--- src/rtl/fft_frame_controller.sv ---
// Frame sequencer for the FFT sample memory: fills one N-sample frame (zero-padding
// a short final frame), starts the engine, lends it the address port until done.
module fft_frame_controller #(
    parameter int N      = 100,
    parameter int DATA_W = 64,
    parameter int ADDR_W = 7,
    parameter int CNT_W  = 16
) (
    input  logic              clock,
    input  logic              reset,
    input  logic              in_valid,
    input  logic [DATA_W-1:0] in_data,
    input  logic              in_last,
    output logic              in_ready,
    output logic              mem_we,
    output logic [ADDR_W-1:0] mem_addr,
    output logic [DATA_W-1:0] mem_wdata,
    input  logic [ADDR_W-1:0] fft_addr,
    output logic              fft_start,
    input  logic              fft_done,
    output logic [CNT_W-1:0]  frame_count,
    output logic [2:0]        state_o,
    output logic              halted
);

    typedef enum logic [2:0] {
        S_IDLE    = 3'd0,
        S_LOAD    = 3'd1,
        S_PAD     = 3'd2,
        S_START   = 3'd3,
        S_COMPUTE = 3'd4,
        S_HALT    = 3'd5
    } state_t;

    localparam logic [ADDR_W-1:0] LAST_ADDR = ADDR_W'(N - 1);

    state_t            r_state;
    logic [ADDR_W-1:0] r_wptr;
    logic              r_eof_seen;
    logic [CNT_W-1:0]  r_frame_count;

    logic              w_accept;
    logic              w_last_addr;

    assign w_last_addr = (r_wptr == LAST_ADDR);
    assign fft_start   = (r_state == S_START);
    assign halted      = (r_state == S_HALT);
    assign state_o     = r_state;
    assign frame_count = r_frame_count;

    // The memory port is steered combinationally so a sample is written in the
    // same cycle it is accepted, and the engine's address passes straight through.
    always_comb begin
        // NOTE: every output gets a default first so no path leaves it unassigned (no latch).
        in_ready  = (r_state == S_LOAD);
        w_accept  = in_ready & in_valid;
        mem_we    = w_accept | (r_state == S_PAD);
        mem_wdata = w_accept ? in_data : '0;
        mem_addr  = '0;
        case (r_state)
            S_LOAD, S_PAD: mem_addr = r_wptr;
            S_COMPUTE:     mem_addr = fft_addr;
            default:       mem_addr = '0;
        endcase
    end

    // NOTE: state is updated only with non-blocking assignments so every register
    // sees the pre-edge values of the others.
    always_ff @(posedge clock) begin
        if (reset) begin
            r_state       <= S_IDLE;
            r_wptr        <= '0;
            r_eof_seen    <= 1'b0;
            r_frame_count <= '0;
        end else begin
            case (r_state)
                S_IDLE: r_state <= S_LOAD;

                S_LOAD: begin
                    if (in_valid) begin
                        // Wrapping the pointer here keeps it within 0..N-1 at all times.
                        r_wptr <= w_last_addr ? '0 : r_wptr + 1'b1;
                        if (in_last) r_eof_seen <= 1'b1;
                        if (w_last_addr)  r_state <= S_START;
                        else if (in_last) r_state <= S_PAD;
                    end else if (in_last) begin
                        if (r_wptr == '0) begin
                            r_state <= S_HALT;
                        end else begin
                            r_eof_seen <= 1'b1;
                            r_state    <= S_PAD;
                        end
                    end
                end

                S_PAD: begin
                    r_wptr <= w_last_addr ? '0 : r_wptr + 1'b1;
                    if (w_last_addr) r_state <= S_START;
                end

                S_START: begin
                    r_wptr  <= '0;
                    r_state <= S_COMPUTE;
                end

                S_COMPUTE: begin
                    if (fft_done) begin
                        r_frame_count <= r_frame_count + 1'b1;
                        r_state       <= r_eof_seen ? S_HALT : S_LOAD;
                    end
                end

                S_HALT: r_state <= S_HALT;

                default: r_state <= S_IDLE;
            endcase
        end
    end

endmodule

--- config.mk ---
export PLATFORM = sky130hd
export DESIGN_NAME = fft_frame_controller
export DESIGN_NICKNAME = d
export VERILOG_FILES = /design/src/rtl/fft_frame_controller.sv
export SDC_FILE = /design/constraint.sdc
export NUM_CORES = 1
export LEC_CHECK = 0
export ABC_AREA = 1
export CELL_PAD_IN_SITES_DETAIL_PLACEMENT = 0
export CELL_PAD_IN_SITES_GLOBAL_PLACEMENT = 2
export CORE_AREA = 2 2 122 124
export DETAILED_ROUTE_END_ITERATION = 8
export DIE_AREA = 0 0 124 126
export GPL_ROUTABILITY_DRIVEN = 0
export HOLD_SLACK_MARGIN = 0.06
export PLACE_DENSITY = 0.83
export SYNTH_ARGS = -nofsm -noshare
export SYNTH_HDL_FRONTEND = slang
export SYNTH_SLANG_ARGS = --single-unit
--- constraint.sdc ---
create_clock -name clock -period 3.54 [get_ports clock]
set_clock_uncertainty 0.15 [all_clocks]
set_input_delay 0.885 -clock clock [delete_from_list [all_inputs] [get_ports clock]]
set_output_delay 0.885 -clock clock [all_outputs]
set_load 0.05 [all_outputs]
==> results.py, run 1 <==
metrics = {
    "worst_setup_path": {
        "worstPathBufferInverterCount": 4,
        "cpMaxStageDelayCell": "clkdlybuf4s50_1",
        "startpoint": "in_valid",
        "crit_type": "in2out",
        "cp.arrival_ns": 2.36,
        "cp_max_fo": 65,
        "rr_startpoint": "r_wptr[0]$_SDFFE_PP0P_",
        "worst_setup_path_start_kind": "input pin",
        "critical_path_required_ns": 2.50,
        "critical-path-top-delay-family": "buffers and inverters",
        "endpoint_kind": "primary output",
        "worstPathCellList": "clkdlybuf4s50_1 > nand3_1 > nor2_1 > inv_2 > buf_12 > nor2_1 > buf_12",
        "timing.critical_path.slowest_cell_delay_ns": 0.51,
    },
    "detailed_routing": {
        "wirelength_um": 8880,
        "drt_pass1_iterations": 4,
        "wl_per_cell_um": 12.0,
        "routed_via_density": 3.86,
        "ant_nets": 0,
        "drt_iter0_markers": 67,
        "drc_errors": 0,
        "num_vias": 2845,
    },
    "logic_synthesis": {
        "synth_compound_gate_area_share": 0.0915,
        "yosys.cell_count.top_type": "inv_1",
        "netlist_area_mm2": 0.00209,
        "synthesis.nets": 466,
        "post_synth_inst_count": 387,
        "synth-main-ff-cell": "dfxtp_1",
        "post_synthesis_mux_area_share": 0,
        "yosys_warnings": 0,
        "synth_top_area_cell": "dfxtp_1",
        "post_synth_xor_area_fraction": 0.00418,
        "synth_top_cells_by_count": "inv_1 (101), nor2_1 (99), nand2_1 (60), dfxtp_1 (27)",
        "synthSimpleGateAreaFrac": 0.417,
        "synth_enable_flop_cells": 0,
        "main_combinational_cell_family_by_area_after_synthesis": "simple AND/OR/NAND/NOR gates",
        "synth_top_cell_area_share": 0.258,
        "synth.area.top_cells": "dfxtp_1 (26%), inv_1 (18%), nor2_1 (18%)",
        "yosysSeqAreaShare": 0.258,
        "postSynthRegisterBits": 27,
        "adder_and_majority_cell_fraction_of_the_synthesized_area": 0.0179,
        "synth.avg_cell_area_um2": 5.41,
        "ys_async_sr_fraction": 0,
        "synth_cell_type_count": 24,
    },
    "cells_and_area": {
        "filler_cell_count_in_the_final_layout": 1511,
        "register_area_um2": 541,
        "layout.core_utilization": 0.328,
        "drive_above_1_share": 0.165,
        "syn2layout_area_growth_pct": 124,
        "multi_input_comb_area_mm2": 0.00111,
        "num-nets-final": 633,
        "insertedDiodeCount": 0,
        "layoutNonFillerInstCount": 737,
    },
    "clock_tree": {
        "cts_hold_repair.buffers": 0,
        "cts_tree": "done",
        "clock_path_buffers": 2,
        "cts_root_buffer": "clkbuf_16",
        "numClockSinks": 27,
        "tritoncts.num_buffers": 3,
        "ctsHtreeMaxLevel": 1,
        "cts.repair.resized": 0,
        "postCtsSetupBuffers": 0,
        "worst_setup_hold_path_clk_slew_ns": 0.07,
        "clock_insertion_delay_worst_skew_ns": 0.27,
    },
    "run_status": {
        "outcome": "completed",
    },
    "pwr": {
        "sequentialPowerShare": 0.152,
        "pwr-share-comb": 0.739,
        "power_share_of_the_clock_group": 0.109,
        "vdd_drop_max_uv": 158,
        "power.net_switching_mw": 1.26,
        "power.static_leakage_nw": 2.10,
        "sw_frac_of_total": 0.507,
        "p_per_area_mw_per_mm2": 529,
        "internal_power_mw": 1.22,
    },
    "sta": {
        "slew-limit-headroom": 0.630,
        "finalHoldViolations": 0,
        "final_max_slew_viol_count": 0,
        "number_of_setup_violations_in_the_final_report": 0,
        "fmax_mhz": 294,
        "min_period_ns": 3.40,
        "timing.final.crit_share": 0.960,
        "worst-slew-pin-transition_ns": 0.553,
        "setup_repair_after_global_routing_missed_its_margin": "no",
    },
    "placed_design": {
        "dp_hpwl_um": 7510,
        "dp.cells": 733,
        "placement.io_buffers": 169,
    },
    "die": {
        "floorplan.initialDensity": 0.146,
        "floorplan.die_area_mm2": 0.0156,
        "die_y_um": 126,
        "dieWidth_um": 124,
        "top_level_ports": 170,
        "row_cnt": 44,
        "floorplan.core_area_mm2": 0.0143,
    },
    "global_route": {
        "grt-ovfl-total": 0,
        "groute.usage.overall": 0.106,
        "grtUsageMet1": 0.112,
        "grt_antenna_before_repair": 0,
        "peak_usage_layer_in_the_global_routing_report": "met2",
        "largest_net_degree_at_the_start_of_global_routing": 66,
        "groute.layer.met3.usage": 0.0335,
        "vias_in_the_first_global_route": 2747,
        "global_route_wire_length_before_repair_um": 13400,
        "grtUsageMet2": 0.206,
    },
    "flow_run": {
        "cap_viol_max_count": 0,
    },
    "worst_hold_path": {
        "min-delay-path-class": "reg2reg",
        "hold_start": "r_eof_seen$_SDFFE_PP0P_",
    },
}
## registers in the layout (all words and copies together), names as in the netlist
signal / flops
r_eof_seen: 1
frame_count: 16
state_o: 3
r_wptr: 7
## worst reg2reg max path: stages, from the launching register on
cell     delay, ns
dfxtp_1       0.37
ha_1          0.22
inv_1         0.10
nor2_1        0.11
nand3_1       0.12
a21oi_1       0.25
nand3_1       0.10
a21oi_1       0.14
## layout make-up
cell class | instances | share of cell area
well taps | 184 | 0.0490
clock buffers | 4 | 0.0168
repair buffers | 171 | 0.498
flip-flops and latches | 27 | 0.115
multi-input cells | 245 | 0.236
inverters | 106 | 0.0847
## metal layers
layer	up-vias	wire (um)
met5	-	0
met4	0	19
met3	2	1120
met2	111	4350
met1	1260	3380
li1	1472	-
## per-stage QoR
stage                     hold slack (ns)  total power, mW  cell area (um^2)  TNS, ns  worst slack, ns
after floorplan                     0.286             1.39              2090    -1.47           -0.210
after global placement              0.304             2.24              4620        0            0.110
after detailed placement            0.308             2.24              4620        0            0.132
after CTS                           0.318             2.52              4700        0            0.124
after global routing                0.338             2.62              4700        0           0.0890
final                               0.311             2.48              4700        0            0.142
## placed cells by master, fill, tap and decap left out
master / n
nor2_1: 99
inv_1: 101
nand3_1: 19
o21a_1: 1
buf_12: 65
buf_4: 9
ha_1: 3
o21ai_0: 14
xnor2_1: 1
clkdlybuf4s50_1: 97
clkbuf_1: 1
a21oi_1: 19
inv_2: 5
nand4_1: 4
nor3_2: 1
nor2_2: 2
nand3_4: 1
nand2_2: 3
o21bai_2: 1
clkbuf_16: 3
nor3_1: 11
nor2_4: 1
nand2_1: 60
nor3b_1: 4
dfxtp_1: 27
a211oi_1: 1
## power by group through the flow
stage | Sequential [mW] | Combinational (mW) | Clock, mW
2_1_floorplan | 0.434 | 0.951 | 0
3_3_place_gp | 0.387 | 1.85 | 0
3_5_place_dp | 0.386 | 1.86 | 0
4_1_cts | 0.380 | 1.86 | 0.279
5_1_grt | 0.385 | 1.94 | 0.290
6_report | 0.379 | 1.84 | 0.271
## cells by family after synthesis
family / after synthesis
AO/OA/AOI/OAI: 36
XOR/XNOR: 1
adder cells (fa/ha/maj): 3
buffers and inverters: 115
flip-flops: 27
AND/OR/NAND/NOR: 205
## final timing paths
check	slack, ns	to	cells past startpoint
worst min register to register	0.31	r_eof_seen$_SDFFE_PP0P_	2
worst max-delay path	0.14	mem_wdata[27]	7
worst min-delay path	0.31	r_eof_seen$_SDFFE_PP0P_	2
worst max register to register	1.90	state_o[2]$_SDFFE_PP0P_	7
Power figures use the tool's default switching activity.
==> inputs of run 2 (changes only) <==
Settings changed: CORE_AREA 2 2 122 124 to 2 2 130 132, DIE_AREA 0 0 124 126 to 0 0 132 134, PLACE_DENSITY 0.83 to 0.77, REMOVE_ABC_BUFFERS set to 1.
Clock period 3.54 ns to 2.7 ns, I/O delays scaled along.
==> results.py, run 2 (synthesis gave the netlist of run 1 again) <==
metrics = {
    "sta": {
        "slew-limit-headroom": 0.627,
        "fmax_mhz": 382,
        "setup_repair_after_global_routing_missed_its_margin": "yes",
        "worst_setup_slack_final_ns": 0.0843,
        "min_period_ns": 2.62,
        "timing.final.crit_share": 0.969,
        "number_of_setup_violations_in_the_final_report": 0,
        "finalHoldViolations": 0,
        "final_max_slew_viol_count": 0,
        "worst-slew-pin-transition_ns": 0.558,
        "whs_ns": 0.316,
    },
    "worst_setup_path": {
        "crit_type": "reg2out",
        "endpoint_kind": "primary output",
        "worstPathBufferInverterCount": 3,
        "worst_setup_path_start_kind": "flip-flop",
        "cpMaxStageDelayCell": "dfxtp_1",
        "worstPathCellList": "nand2_1 > nor2_2 > inv_1 > nand2_1 > inv_1 > o21ai_0 > buf_12",
        "cp_max_fo": 7,
        "timing.critical_path.slowest_cell_delay_ns": 0.49,
        "critical-path-top-delay-family": "flip-flops",
        "cp.arrival_ns": 1.79,
        "critical_path_required_ns": 1.88,
    },
    "cells_and_area": {
        "num-nets-final": 642,
        "final_area_mm2": 0.00525,
        "largest_register_ff_count": 16,
        "register_area_um2": 542,
        "filler_cell_count_in_the_final_layout": 1722,
        "syn2layout_area_growth_pct": 151,
        "insertedDiodeCount": 0,
        "multi_input_comb_area_mm2": 0.00140,
        "layout.cells.most_common_list": "inv_1 (101), clkdlybuf4s50_1 (91), buf_12 (74)",
        "layout.core_utilization": 0.322,
        "layout_commonest_cell": "inv_1",
        "drive_above_1_share": 0.306,
    },
    "clock_tree": {
        "numClockSinks": 27,
        "tritoncts.num_buffers": 3,
        "worst_setup_hold_path_clk_slew_ns": 0.07,
        "clock_path_buffers": 2,
        "cts_root_buffer": "clkbuf_16",
        "clock_insertion_delay_worst_skew_ns": 0.26,
        "ctsHtreeMaxLevel": 1,
        "cts_tree": "done",
    },
    "die": {
        "floorplan.initialDensity": 0.129,
        "die_y_um": 134,
        "row_cnt": 47,
        "top_level_ports": 170,
        "floorplan.die_area_mm2": 0.0177,
        "dieWidth_um": 132,
        "floorplan.core_area_mm2": 0.0163,
    },
    "detailed_routing": {
        "drt_iter0_markers": 55,
        "wirelength_um": 10700,
        "ant_nets": 0,
        "drc_errors": 0,
        "routed_via_density": 3.77,
        "num_vias": 2951,
        "wl_per_cell_um": 13.6,
        "drt_pass1_iterations": 4,
    },
    "pwr": {
        "pwr-share-comb": 0.769,
        "p_per_area_mw_per_mm2": 702,
        "power_share_of_the_clock_group": 0.095,
        "internal_power_mw": 1.83,
        "power.static_leakage_nw": 2.21,
        "design_power_total_mw": 3.69,
        "sw_frac_of_total": 0.504,
        "sequentialPowerShare": 0.135,
        "power.net_switching_mw": 1.86,
        "vdd_drop_max_uv": 221,
    },
    "placed_design": {
        "placement.setup.worst_slack_ns": -0.314,
        "detailed_place.area_mm2": 0.00479,
        "dp_hpwl_um": 8710,
        "placement.io_buffers": 169,
    },
    "global_route": {
        "groute.usage.overall": 0.120,
        "grt-ovfl-total": 0,
        "grt_antenna_before_repair": 0,
        "groute.layer.met3.usage": 0.0423,
        "global_route_wire_length_before_repair_um": 16800,
        "peak_usage_layer_in_the_global_routing_report": "met2",
        "largest_net_degree_at_the_start_of_global_routing": 21,
        "grtUsageMet1": 0.138,
        "grtUsageMet2": 0.217,
        "vias_in_the_first_global_route": 2943,
    },
    "worst_hold_path": {
        "min-delay-path-class": "reg2reg",
    },
    "flow_run": {
        "cap_viol_max_count": 0,
    },
    "run_status": {
        "outcome": "completed",
    },
}
-- run 2: what timing repair did --
item / 4_1_cts / 5_1_grt
pin swaps: 3 / 3
hold buffers: 0 / 0
cloned: 2 / 0
gates resized for setup: 95 / 4
buffers inserted: 2 / 0
setup endpoints to repair: 65 / 58
hold endpoints to repair: 0 / 0
-- run 2: worst paths after layout --
kind,from,to,slack (ns),cells past startpoint
max,state_o[0]$_SDFFE_PP0P_,mem_addr[6],0.08,7
min,r_eof_seen$_SDFFE_PP0P_,r_eof_seen$_SDFFE_PP0P_,0.32,2
max reg2reg,state_o[0]$_SDFFE_PP0P_,r_wptr[4]$_SDFFE_PP0P_,1.02,7
min reg2reg,r_eof_seen$_SDFFE_PP0P_,r_eof_seen$_SDFFE_PP0P_,0.32,2
-- run 2: layer usage --
layer  wire [um]  part of all wire
met1        4240              0.40
met2        5340              0.50
met3         995             0.093
met4          96            0.0090
met5           0                 0
-- run 2: worst min-delay path, delay by kind of cell, from the launching register on --
kind,cells,cell delay [ns]
AOI/OAI and AO/OA,1,0.06
buffers and inverters,1,0.06
DFF,1,0.30
-- run 2: final cells by class --
type,instances,area share
Multi-Input combinational cell,245,0.267
Clock buffer,4,0.0150
Sequential cell,27,0.103
Timing Repair Buffer,180,0.486
Tap cell,220,0.0524
Inverter,106,0.0762
-- run 2: power groups by stage --
stage               sequential (mW)  combinational, mW  clock (mW)
floorplan                     0.569               1.21           0
CTS                           0.499               2.87       0.370
global placement              0.500               2.57           0
finish                        0.499               2.84       0.352
detailed placement            0.501               2.58           0
global route                  0.505               2.97       0.383
-- run 2: stage by stage --
| step | instances | setup TNS (ns) |
|---|---|---|
| after floorplan | 378 | -20.37 |
| after global placement | 774 | -12.41 |
| after detailed placement | 774 | -12.16 |
| after CTS | 782 | 0 |
| after global routing | 782 | -0.164 |
| final | 782 | 0 |
